File: src/rtl/input_buffer_ctrl.sv
// input_buffer_ctrl: loads one frame into the input buffer, then streams it back out in address order
module input_buffer_ctrl #(
    parameter int CTRL_DATA_WIDTH = 8,
    parameter int CTRL_ADDR_WIDTH = 4
) (
    input  logic                       clk,
    input  logic                       rst,
    input  logic                       start,
    input  logic [CTRL_ADDR_WIDTH:0]   frame_len,
    input  logic                       s_valid,
    input  logic [CTRL_DATA_WIDTH-1:0] s_data,
    output logic                       s_ready,
    output logic                       buf_wr_en,
    output logic [CTRL_ADDR_WIDTH-1:0] buf_wr_addr,
    output logic [CTRL_DATA_WIDTH-1:0] buf_wr_data,
    output logic                       buf_rd_en,
    output logic [CTRL_ADDR_WIDTH-1:0] buf_rd_addr,
    input  logic [CTRL_DATA_WIDTH-1:0] buf_rd_data,
    output logic                       m_valid,
    output logic [CTRL_DATA_WIDTH-1:0] m_data,
    output logic                       m_last,
    input  logic                       m_ready,
    output logic                       busy,
    output logic                       done,
    output logic                       err
);
    localparam logic [CTRL_ADDR_WIDTH:0] DEPTH = {1'b1, {CTRL_ADDR_WIDTH{1'b0}}};
    localparam logic [CTRL_ADDR_WIDTH:0] ONE = {{CTRL_ADDR_WIDTH{1'b0}}, 1'b1};
    typedef enum logic [1:0] {IDLE, LOAD, DRAIN, DONE} state_t;
    state_t state_q, state_d;
    logic [CTRL_ADDR_WIDTH:0] len_q, len_d, wr_cnt_q, wr_cnt_d, rd_cnt_q, rd_cnt_d;
    logic inflight_q, inflight_d, rd_last_q, rd_last_d, err_q, err_d;
    logic [1:0] count_q, count_d;
    logic [CTRL_DATA_WIDTH-1:0] data0_q, data0_d, data1_q, data1_d;
    logic last0_q, last0_d, last1_q, last1_d;
    logic start_ok, wr_fire, pop, push, issue, push_lo, push_hi;
    // Handshakes, read-issue throttle and the externally visible outputs
    always_comb begin
        start_ok = start && frame_len != '0 && frame_len <= DEPTH;
        wr_fire = state_q == LOAD && s_valid;
        pop = count_q != 2'd0 && m_ready;
        push = inflight_q;
        // a pop in this cycle frees the slot a new read will eventually land in
        issue = state_q == DRAIN && rd_cnt_q < len_q && (count_q + {1'b0, inflight_q} != 2'd2 || pop);
        s_ready = state_q == LOAD;
        buf_wr_en = wr_fire;
        buf_wr_addr = wr_fire ? wr_cnt_q[CTRL_ADDR_WIDTH-1:0] : '0;
        buf_wr_data = wr_fire ? s_data : '0;
        buf_rd_en = issue;
        buf_rd_addr = issue ? rd_cnt_q[CTRL_ADDR_WIDTH-1:0] : '0;
        m_valid = count_q != 2'd0;
        m_data = m_valid ? data0_q : '0;
        m_last = m_valid && last0_q;
        busy = state_q != IDLE;
        done = state_q == DONE;
        err = err_q;
    end
    // Frame sequencing and counter next-state
    always_comb begin
        state_d = state_q;
        len_d = len_q;
        wr_cnt_d = wr_fire ? wr_cnt_q + ONE : wr_cnt_q;
        rd_cnt_d = issue ? rd_cnt_q + ONE : rd_cnt_q;
        inflight_d = issue;
        rd_last_d = issue && rd_cnt_q + ONE == len_q;
        err_d = state_q == IDLE && start && !start_ok;
        case (state_q)
            IDLE: if (start_ok) begin
                state_d = LOAD;
                len_d = frame_len;
                wr_cnt_d = '0;
                rd_cnt_d = '0;
            end
            LOAD: state_d = wr_fire && wr_cnt_q + ONE == len_q ? DRAIN : LOAD;
            DRAIN: state_d = pop && last0_q ? DONE : DRAIN;
            default: state_d = IDLE;
        endcase
    end
    // Two-entry output FIFO: entry 0 is the head, returning reads land in the first free slot
    always_comb begin
        push_lo = push && (count_q == 2'd0 || (count_q == 2'd1 && pop));
        push_hi = push && !push_lo;
        count_d = push && !pop ? count_q + 2'd1 : (!push && pop ? count_q - 2'd1 : count_q);
        data0_d = push_lo ? buf_rd_data : (pop ? data1_q : data0_q);
        last0_d = push_lo ? rd_last_q : (pop ? last1_q : last0_q);
        data1_d = push_hi ? buf_rd_data : data1_q;
        last1_d = push_hi ? rd_last_q : last1_q;
    end
    // State registers; reset drops any in-flight read and empties the FIFO
    always_ff @(posedge clk) begin
        if (rst) begin
            state_q <= IDLE;
            len_q <= '0;
            wr_cnt_q <= '0;
            rd_cnt_q <= '0;
            inflight_q <= 1'b0;
            rd_last_q <= 1'b0;
            err_q <= 1'b0;
            count_q <= 2'd0;
            data0_q <= '0;
            data1_q <= '0;
            last0_q <= 1'b0;
            last1_q <= 1'b0;
        end else begin
            state_q <= state_d;
            len_q <= len_d;
            wr_cnt_q <= wr_cnt_d;
            rd_cnt_q <= rd_cnt_d;
            inflight_q <= inflight_d;
            rd_last_q <= rd_last_d;
            err_q <= err_d;
            count_q <= count_d;
            data0_q <= data0_d;
            data1_q <= data1_d;
            last0_q <= last0_d;
            last1_q <= last1_d;
        end
    end
endmodule

File: config.mk
export PLATFORM = sky130hd
export DESIGN_NAME = input_buffer_ctrl
export DESIGN_NICKNAME = d
export VERILOG_FILES = /design/src/rtl/input_buffer_ctrl.sv
export SDC_FILE = /design/constraint.sdc
export NUM_CORES = 1
export LEC_CHECK = 0
export ABC_AREA = 1
export CORE_UTILIZATION = 35
export CTS_CLUSTER_SIZE = 20
export DETAILED_ROUTE_END_ITERATION = 6
export PLACE_DENSITY_LB_ADDON = 0.25
export SETUP_SLACK_MARGIN = 0.15
export SLEW_MARGIN = 20
export SYNTH_ARGS = -nofsm -noshare
export SYNTH_HDL_FRONTEND = slang
export SYNTH_SLANG_ARGS = --single-unit
File: constraint.sdc
create_clock -name clk -period 1.6 [get_ports clk]
set_clock_uncertainty 0.05 [all_clocks]
set_input_delay 0.32 -clock clk [delete_from_list [all_inputs] [get_ports clk]]
set_output_delay 0.32 -clock clk [all_outputs]
set_load 0.03 [all_outputs]
==> summary.txt <==
Vias per std cell: 4.94
Antenna diode count: 0
Number of design-rule violations left by the first detailed-router iteration: 135
Count of yosys warnings during synthesis: 0
CP Capture Type: output pin
Cell-by-cell listing of the critical path: inv_2 -> ha_4 -> nand2_4 -> inv_4 -> a21oi_4 -> nand4_4 -> nor2_4 -> buf_6
Routed wirelength normalized by instance count: 13.7 um
Number of vias in the routed layout: 2837
Number of distinct library cells after synthesis: 33
Die area: 7190 sq um
TritonCTS sink count: 40
Category of cells accounting for the largest share of critical-path delay: simple AND/OR/NAND/NOR gates
Switching power: 0.000932 W
Die H: 84.8 um
Final setup violation count: 51
Global route total overflow: 0
Effective utilization at floorplan: 0.369
VDD IR max: 0.751 mV
Combinational Power Share: 0.347
CP Data Required Time: 1230 ps
Average footprint of a synthesized cell: 6.63 sq um
Root cell of the clock tree: clkbuf_8
Part of the power in the clock network: 0.293
Post-detailed-routing wire length: 7.88 mm
Ratio of cells with drive above 1 in the final layout: 0.493
Largest area contributor in the netlist: dfxtp_1
Mapped Cells: 362
Achievable Freq: 0.488 GHz
Final RePlAce weighted congestion: 0.839
Maxcap violations: 0
CTS clk-pin slew, worst paths: 80 ps
Antenna violations before repair: 0
Fin. Hold Viols: 0
Endpoint arrival time on the critical path: 1680 ps
Placed instance count: 522
Fraction of power consumed by sequential logic: 0.360
Count of nets after finishing: 534
Slew at the pin closest to its max-slew limit: 304 ps
WP buf/inv: 3
Internal Power: 0.00198 W
Area contributors post-synth: dfxtp_1 33%, inv_1 10%, nor2_1 10%
Post-Syn Nets: 400
Crit path largest cell delay: 340 ps
Largest net degree at the start of global routing: 19
Worst Path Class, Setup: register to output pin
Power per unit of standard cell area: 639 nW/um^2
Global router's overall resource usage: 0.214
Failing checks: design-rule violations, negative setup slack
Fin. max-slew vios: 0
Synth top area share: 0.334
CTS tree: built
Level count of the clock H-tree: 2
First-pass DRT Iterations: 7
Global-route wire length before repair: 12.3 mm
Core ar.: 6490 sq um
Flip-flop and latch count after synthesis: 40
Share of synthesized area occupied by flip-flops and latches: 0.334
Sw frac: 0.320
Leading cell type in the layout, fill and taps excluded: buf_6
Worst-path fanout max: 5
Relative area change from synthesis to final layout: 90.3%
Port buffer count: 57
Count of pins on the block boundary: 58
Row count: 29
Maximum buffer depth of the clock tree: 2
Total power draw: 0.00292 W
Vias in the first global route: 2743
Number of buffers added by the clock tree synthesis step: 5
Leading cell types in the layout, fill and taps excluded: 55 x buf_6, 48 x inv_1, 44 x nand2_1, 43 x buf_4, 34 x nor2_1
Final min period: 2050 ps
Clock latency of the later-clocked register in the worst-skew pair: 300 ps
DRC: 4
Setup repair after global routing missed its margin: yes
Setup crit start kind: register
Setup WS post-layout: -449 ps
Final worst path period share: 1.28
Count of antenna-violating nets left after detailed routing: 0
Worst slack on hold paths: 301 ps
Final setup TNS: -8640 ps
Leakage power: 1.98 nW
Cell with the largest stage delay on the worst path: dfxtp_2
Slew Limit Headroom: 0.798
Cts-stage hold buffer count: 0
Horizontal extent of the die: 84.8 um
HP Class: input pin to register
Detail Placement HPWL: 4.67 mm
Status: finished with violations
Number of standard cells in the layout, taps in and fillers out: 574
Netlist area before placement: 2400 sq um
==> timing repair <==
item,4_1_cts,5_1_grt
gates cloned,4,0
pin swaps,28,27
buffers inserted,25,15
gates resized for setup,129,66
endpoints found under the setup margin,70,70
==> kinds of logic (layout without fill, tap and decap cells) <==
family                     after synthesis  after routing  share of synthesized area
and+or+nand+nor                        182            182                      0.347
buffers and inverters                   79            214                      0.140
AOI/OAI and AO/OA                       44             44                     0.0981
DFF                                     40             40                      0.334
adders and majority gates               12             12                     0.0626
xor gates and xnor gates                 5              5                     0.0183
==> registers in the layout (all words and copies together), names as in the netlist <==
| signal | cells |
|---|---|
| data0_q | 8 |
| data1_q | 8 |
| len_q | 5 |
| rd_cnt_q | 5 |
| wr_cnt_q | 5 |
| count_q | 2 |
| state_q | 2 |
| err | 1 |
| inflight_q | 1 |
| last0_q | 1 |
| last1_q | 1 |
| rd_last_q | 1 |
==> per-layer routing <==
metal  vias to the layer above  track usage  wire length, um
li1                       1412            -                -
met1                      1338        0.233             2980
met2                        75        0.418             4470
met3                        12       0.0354              320
met4                         0       0.0693              107
met5                         -            0                0
==> final timing paths <==
kind                                 from                       to  slack, ps  cells after the start
setup / recovery    len_q[4]$_SDFFE_PP0P_           buf_rd_addr[3]       -450                      8
hold / removal               frame_len[3]    len_q[3]$_SDFFE_PP0P_        300                      3
setup reg to reg    len_q[4]$_SDFFE_PP0P_   rd_cnt_q[0]$_SDFF_PP0_       -380                     15
hold reg to reg   data1_q[7]$_SDFFE_PP0P_  data1_q[7]$_SDFFE_PP0P_        400                      2
==> cell type report <==
class,instances,area (sq um)
inverters,69,303
repair buffers,136,1440
multi-input cells,243,1780
flip-flops and latches,40,818
well taps,77,96.3
clock buffers,5,68.8
clock inverters,3,42.5
repair inverters,1,11.3
fillers,472,1930
==> stage by stage <==
step	area [sq um]	utilization	setup slack [ps]
2_1_floorplan	2630	-	-90.1
3_3_place_gp	3410	0.525	-399
3_5_place_dp	3410	0.525	-431
4_1_cts	4230	0.651	-451
5_1_grt	4560	0.703	-572
6_report	4560	0.703	-449
==> worst register-to-register path: cells and delay by family, from the launching register on <==
kind,cells,cell delay (ps)
simple gates,7,590
buf+inv,7,690
fa+ha+maj,1,230
flops,1,340
==> power by group through the flow <==
| stage | clock [W] | combinational, W | sequential (W) |
|---|---|---|---|
| 6_report | 0.000856 | 0.00101 | 0.00105 |
| 5_1_grt | 0.000904 | 0.00108 | 0.00105 |
| 4_1_cts | 0.000858 | 0.000870 | 0.00105 |
| 3_5_place_dp | 0 | 0.000631 | 0.00107 |
| 3_3_place_gp | 0 | 0.000621 | 0.00107 |
| 2_1_floorplan | 0 | 0.000391 | 0.00108 |
==> synthesized netlist by cell type, drive strengths merged <==
cell type  instances
nor3               1
nand4              9
nor2b              1
xor2               2
a31oi              9
nand3             38
clkbuf             2
xnor2              3
o21ai             21
buf                8
inv               68
nand2             61
a21oi             14
dfxtp             40
nand3b             1
nor2              70
clkinv             1
ha                12
and2               1
Power figures use the tool's default switching activity.
==> patch 1: new RTL, same flow settings <==
`CTRL_ADDR_WIDTH`: 4 -> 2.
--- a/src/rtl/input_buffer_ctrl.sv
+++ b/src/rtl/input_buffer_ctrl.sv
@@ -3,3 +3,3 @@
     parameter int CTRL_DATA_WIDTH = 8,
-    parameter int CTRL_ADDR_WIDTH = 4
+    parameter int CTRL_ADDR_WIDTH = 2
 ) (
Interface: changed (resized buf_rd_addr, buf_wr_addr and frame_len); port bits go from 58 to 52. No check against the original RTL was run, so the function may have changed too.
==> patch 1 against the original RTL <==
The run ends with negative setup slack left; global-route usage decreased by 1.4 points; design area decreased by 23%; power decreased by 9.5%; die area decreased by 20%; sequential cell count decreased by 6; synthesized cell count decreased by 24%; routed wire length decreased by 31%; worst setup slack improved by 0.19 ns; area after synthesis decreased by 20%; combinational power decreased by 12%.
==> patch 1: results (changes against the original RTL) <==
** Global route
- Global-route wire length before repair :: 9.36 mm (was 12.3 mm)
- GRT Overall Usage :: 0.200 (was 0.214)
- The global-route track usage on met1 is 0.239 (was 0.233).
- The met2 track demand over resource is 0.354 (was 0.418).
- Pin count of the biggest net entering global routing :: 25 (was 19)
- Number of global-route vias before repair :: 2002 (was 2743)

** Cells and area
- The clock-cell share of area came to 0.0323 (was 0.0244).
- Multi-input gates :: 172 (was 243)
- Number of buffers outside the clock class in the layout :: 87 (was 136)
- The count of placed standard cells in the final layout, fillers left out was 439 (was 574).
- Fillers :: 419 (was 472)
- Total area of sequential cells :: 692 um^2 (was 818 um^2)
- The fraction of area in multi-input gates was 0.406 (was 0.391).
- The share of post-route cells with drive strength above 1 was 0.463 (was 0.493).
- Number of logic inverters in the finished layout :: 68 (was 70)

** Synthesis
- Synthesized-area fraction occupied by ao, oa, aoi and oai cells :: 0.178 (was 0.0981)
- Share of synthesized area occupied by flip-flops and latches :: 0.355 (was 0.334)
- Synthesized Nets :: 310 (was 400)
- Synthesized-area fraction occupied by xor and xnor cells :: 0.0274 (was 0.0183)
- Cell count after synthesis :: 276 (was 362)
- Post-synthesis share of cell area spent on full adders, half adders and majority gates :: 0.0653 (was 0.0626)
- Most common library cells after synthesis :: 65 x inv_1, 50 x nor2_1, 34 x dfxtp_1, 26 x o21ai_0, 25 x nand2_1 (was 64 x inv_1, 64 x nor2_1, 57 x nand2_1, 40 x dfxtp_1, 36 x nand3_1)

** Critical path
- The reg-to-reg critical path endpoint was data0_q[7] (was rd_cnt_q[0]).
- The signal arrival time at the worst endpoint came to 1.49 ns (was 1.68 ns).
- The flop-to-flop setup slack came to -0.01 ns (was -0.38 ns).

** Drt
- Post-detailed-route via-to-cell ratio :: 4.62 (was 4.94)
- The number of detailed-route iterations in the first pass is 4 (was 7).
- The detailed router's first-iteration violation count came to 84 (was 135).
- Post-detailed-route wirelength per cell :: 12.4 um (was 13.7 um)
- The wire length on met2 is 2.73 mm (was 4.47 mm).
- The total met3 wirelength after detailed routing came to 207 um (was 320 um).

** Timing
- Transition time at the pin with the least slew margin :: 0.323 ns (was 0.304 ns)
- Setup total negative slack :: -2.35 ns (was -8.64 ns)
- The post-layout worst setup margin came to -0.256 ns (was -0.449 ns).
- Setup-violating endpoint count in the final report :: 27 (was 51)

** Placement
- The final RePlAce weighted congestion was 0.768 (was 0.839).
- The area of placed instances came to 2740 um^2 (was 3410 um^2).

** Power
- The power dissipated in combinational cells came to 889 uW (was 1.01 mW).
- The leakage power total is 1.54 nW (was 1.98 nW).
- The worst-case vdd ir drop was 604 uV (was 751 uV).

** Outcome
- Result of the run: finished with violations (unchanged).
- Violations in the final reports :: negative setup slack (was design-rule violations, negative setup slack)

** Clock network
- Post-cts gate resize count :: 123 (was 129)
- TritonCTS Sinks :: 34 (was 40)

** Hold path
- The sink of the worst hold path was len_q[0] (was len_q[3]).
- Min-delay src :: frame_len[0] (was frame_len[3])
## patch 1: cell count changes in the layout (fill, tap and decap cells not counted), moves of 6 or more
cell,unedited run,this run
a21oi_2,2,9
a31oi_1,8,0
buf_4,43,25
buf_6,55,30
inv_1,48,54
nand2_1,44,20
nand2_2,11,4
nand3_1,22,4
nand3_2,13,3
nand4_1,8,1
nor2_1,34,19
o21ai_0,4,14
o21bai_1,0,9
## patch 1: worst max path at each step
stage	end	slack [ns]	start
2_1_floorplan	buf_rd_addr[0]	0.03	len_q[1]
3_3_place_gp	buf_rd_addr[0]	-0.29	m_ready
3_5_place_dp	count_q[1]	-0.29	m_ready
4_1_cts	buf_rd_en	-0.25	len_q[1]
5_1_grt	buf_rd_addr[0]	-0.35	count_q[0]
6_report	buf_rd_addr[0]	-0.26	count_q[0]
## patch 1: cell families after synthesis
family,Yosys count
AND/OR/NAND/NOR,94
AO/OA/AOI/OAI,59
XOR/XNOR,6
adder cells (fa/ha/maj),10
flip-flops,34
buffers and inverters,73
==> patch 2: new RTL, same flow settings <==
Made on the original files. Register the output `err`, cleared by the reset; this adds one clock of latency there. The other outputs are not delayed to match.
--- a/src/rtl/input_buffer_ctrl.sv
+++ b/src/rtl/input_buffer_ctrl.sv
@@ -29,2 +29,4 @@
     typedef enum logic [1:0] {IDLE, LOAD, DRAIN, DONE} state_t;
+
+    logic err_c;
     state_t state_q, state_d;
@@ -55,3 +57,3 @@
         done = state_q == DONE;
-        err = err_q;
+        err_c = err_q;
     end
@@ -118,2 +120,10 @@
     end
+    always_ff @(posedge clk) begin
+        if (rst) begin
+            err <= '0;
+        end else begin
+            err <= err_c;
+        end
+    end
+
 endmodule
Function: changed (Yosys sat finds a counterexample within 4 cycles, from zero or initial values and one cycle with rst high).
==> patch 2 against the original RTL <==
The flow still finishes with violations (design-rule violations, negative setup slack); critical endpoint is now buf_rd_addr[1]; sequential cell count is 1 higher; design area down 4.2%; routed wire length increased by 1.4%; register-to-register slack better by 0.05 ns; non-clock buffer count fell by 18; worst setup slack worse by 0.046 ns; area after synthesis is 0.31% higher; power grew 5.6%; via count fell by 3.0%; worst hold slack got worse by 0.037 ns; critical path type unchanged; first-iteration DRC count down 24%; final cell count shrank 3.1%.
==> patch 2: results (changes against the original RTL) <==
** Clock network
- Total CTS buffers :: 5 (unchanged)
- Latest clock arrival within the worst-skew pair :: 0.30 ns (about the same)
- The clock-pin slew on the worst setup and hold paths came to 0.08 ns (about the same).
- The library cell used as clock root buffer was clkbuf_8 (unchanged).
- Clock buffer depth :: 2 (unchanged)

** Global route
- The maximum number of pins on one net before global-route repair came to 19 (unchanged).
- Initial antenna violation count :: 0 (unchanged)
- GRT Overall Usage :: 0.205 (was 0.214)
- The via count of the first global-routing pass was 2551 (was 2743).
- Global-route wire length before repair :: 11.7 mm (was 12.3 mm)

** Synthesis
- The sequential-to-total area share from yosys stat was 0.341 (was 0.334).
- The post-synthesis cell type count came to 28 (was 33).
- Area contributors post-synth: dfxtp_1 34%, nor2_1 11%, inv_1 10%, nand2_1 10%, ha_1 6.2% (was dfxtp_1 33%, inv_1 10%, nor2_1 10%, nand2_1 8.9%, nand3_1 7.5%).
- Primary FF master, synth :: dfxtp_1 (unchanged)
- The async set or reset register ratio after synthesis came to 0 (unchanged).
- Warnings, synthesis :: 0 (unchanged)
- Most common library cells after synthesis: 68 x nor2_1, 65 x inv_1, 65 x nand2_1, 41 x dfxtp_1, 21 x o21ai_0 (was 64 x inv_1, 64 x nor2_1, 57 x nand2_1, 40 x dfxtp_1, 36 x nand3_1).
- Synthesized Nets :: 397 (was 400)

** Placement
- The detailed placer's ending HPWL was 4.78 mm (was 4.67 mm).
- Quantity of I/O buffers inserted on ports :: 57 (unchanged)
- The final RePlAce weighted congestion was 0.826 (was 0.839).
- Instance area after placement :: 3520 um^2 (was 3410 um^2)

** Drt
- The DRC violation count after routing is 6 (was 4).
- Drt initial violations :: 103 (was 135)
- The via count came to 2753 (was 2837).
- The number of detailed-route iterations in the first pass came to 6 (was 7).
- The routed wire length per instance came to 14.4 um (was 13.7 um).

** Timing
- Headroom to the max-slew limit :: 0.717 (was 0.798)
- Setup-violating endpoint count in the final report :: 44 (was 51)
- The minimum hold slack is 0.264 ns (was 0.301 ns).
- The post-layout worst setup margin is -0.495 ns (was -0.449 ns).

** Critical path
- The flop-to-flop setup slack came to -0.33 ns (was -0.38 ns).
- Data arrival time of the critical path :: 1.72 ns (was 1.68 ns)
- The maximum net fanout on the critical path was 5 (unchanged).
- Worst reg2reg path depth :: 14 (was 15)

** Hold path
- The path type of the worst min-delay path is input pin to register (unchanged).

** Cells and area
- Final-stage net count :: 516 (was 534)
- The share of post-route cells with drive strength above 1 was 0.451 (was 0.493).
- Top Registers: data0_q (8), data1_q (8) (unchanged).

** Outcome
- Result of the run: finished with violations (unchanged).
- Violations in the final reports: design-rule violations, negative setup slack (unchanged).

** Power
- Static leakage :: 1.85 nW (was 1.98 nW)
- The total power draw was 3.08 mW (was 2.92 mW).
- The worst-case vdd ir drop is 457 uV (was 751 uV).

** Job
- The count of maximum capacitance violations came to 0 (unchanged).
[patch 2: cell count changes after synthesis, moves of 3 or more]
cell	before	now
nand3_1	36	17
a311oi_1	0	9
a31oi_1	9	0
nand2_1	57	65
nand4_1	8	12
nor2_1	64	68
a21oi_1	13	16
[patch 2: cells by family (layout without fill, tap and decap cells)]
family                   after synthesis  count (layout)  synth area share
adder cells (fa/ha/maj)               12              12            0.0624
buffers and inverters                 78             196             0.134
AO/OA/AOI/OAI                         46              46             0.110
AND/OR/NAND/NOR                      175             177             0.327
XOR/XNOR                               7               7            0.0255
flip-flops                            41              41             0.341
[patch 2: layout make-up]
class | count | area (um^2)
inverter | 69 | 294
clock buffer | 5 | 68.8
multi-input combinational | 242 | 1800
timing repair inverter | 1 | 11.3
tap | 77 | 96.3
fill | 502 | 2120
sequential | 41 | 838
clock inverter | 3 | 65.1
timing repair buffer | 118 | 1200
[patch 2: stage by stage]
| stage | setup slack (ns) | instances | TNS (ns) |
|---|---|---|---|
| after floorplan | -0.159 | 359 | -0.725 |
| after global placement | -0.337 | 526 | -7.69 |
| after detailed placement | -0.389 | 526 | -8.87 |
| after CTS | -0.528 | 545 | -5.98 |
| after global routing | -0.602 | 556 | -9.93 |
| final | -0.495 | 556 | -6.74 |
[patch 2: path summary, 6_finish.rpt]
check / start / to
hold / removal: frame_len[0] / len_q[0]
setup / recovery: len_q[2] / buf_rd_addr[1]
hold reg to reg: err_c / err
setup reg to reg: len_q[2] / rd_last_q
[patch 2: report_power, final]
group / leakage [nW] / internal (mW) / switching [mW] / total, mW
clock network: 0.0681 / 0.620 / 0.380 / 1.00
registers: 0.337 / 1.05 / 0.0314 / 1.09
logic: 1.44 / 0.459 / 0.534 / 0.993
[patch 2: critical path, stage by stage, from the launching register on]
cell and delay [ns]:
dfxtp_2 0.36, inv_4 0.05, ha_4 0.21, nand2_2 0.05, nand2_1 0.04, nand2_1 0.07
nand2_2 0.06, nor2_4 0.15, nand3_4 0.16, nor2_4 0.14, buf_6 0.13
[patch 2: metal layers]
layer  global-route usage  part of all wire  wire length (um)  vias to the layer above
met5                    0                 0                 0                        -
li1                     -                 -                 -                     1382
met3               0.0379             0.035               283                       14
met4               0.0555             0.027               214                        0
met2                0.375              0.52              4140                       72
met1                0.245              0.42              3350                     1285
[patch 2: timing repair]
action / CTS / global route
setup buffers: 7 / 9
gates resized for setup: 90 / 71
pin swaps: 15 / 20
cloned: 4 / 2
setup endpoints to repair: 65 / 69
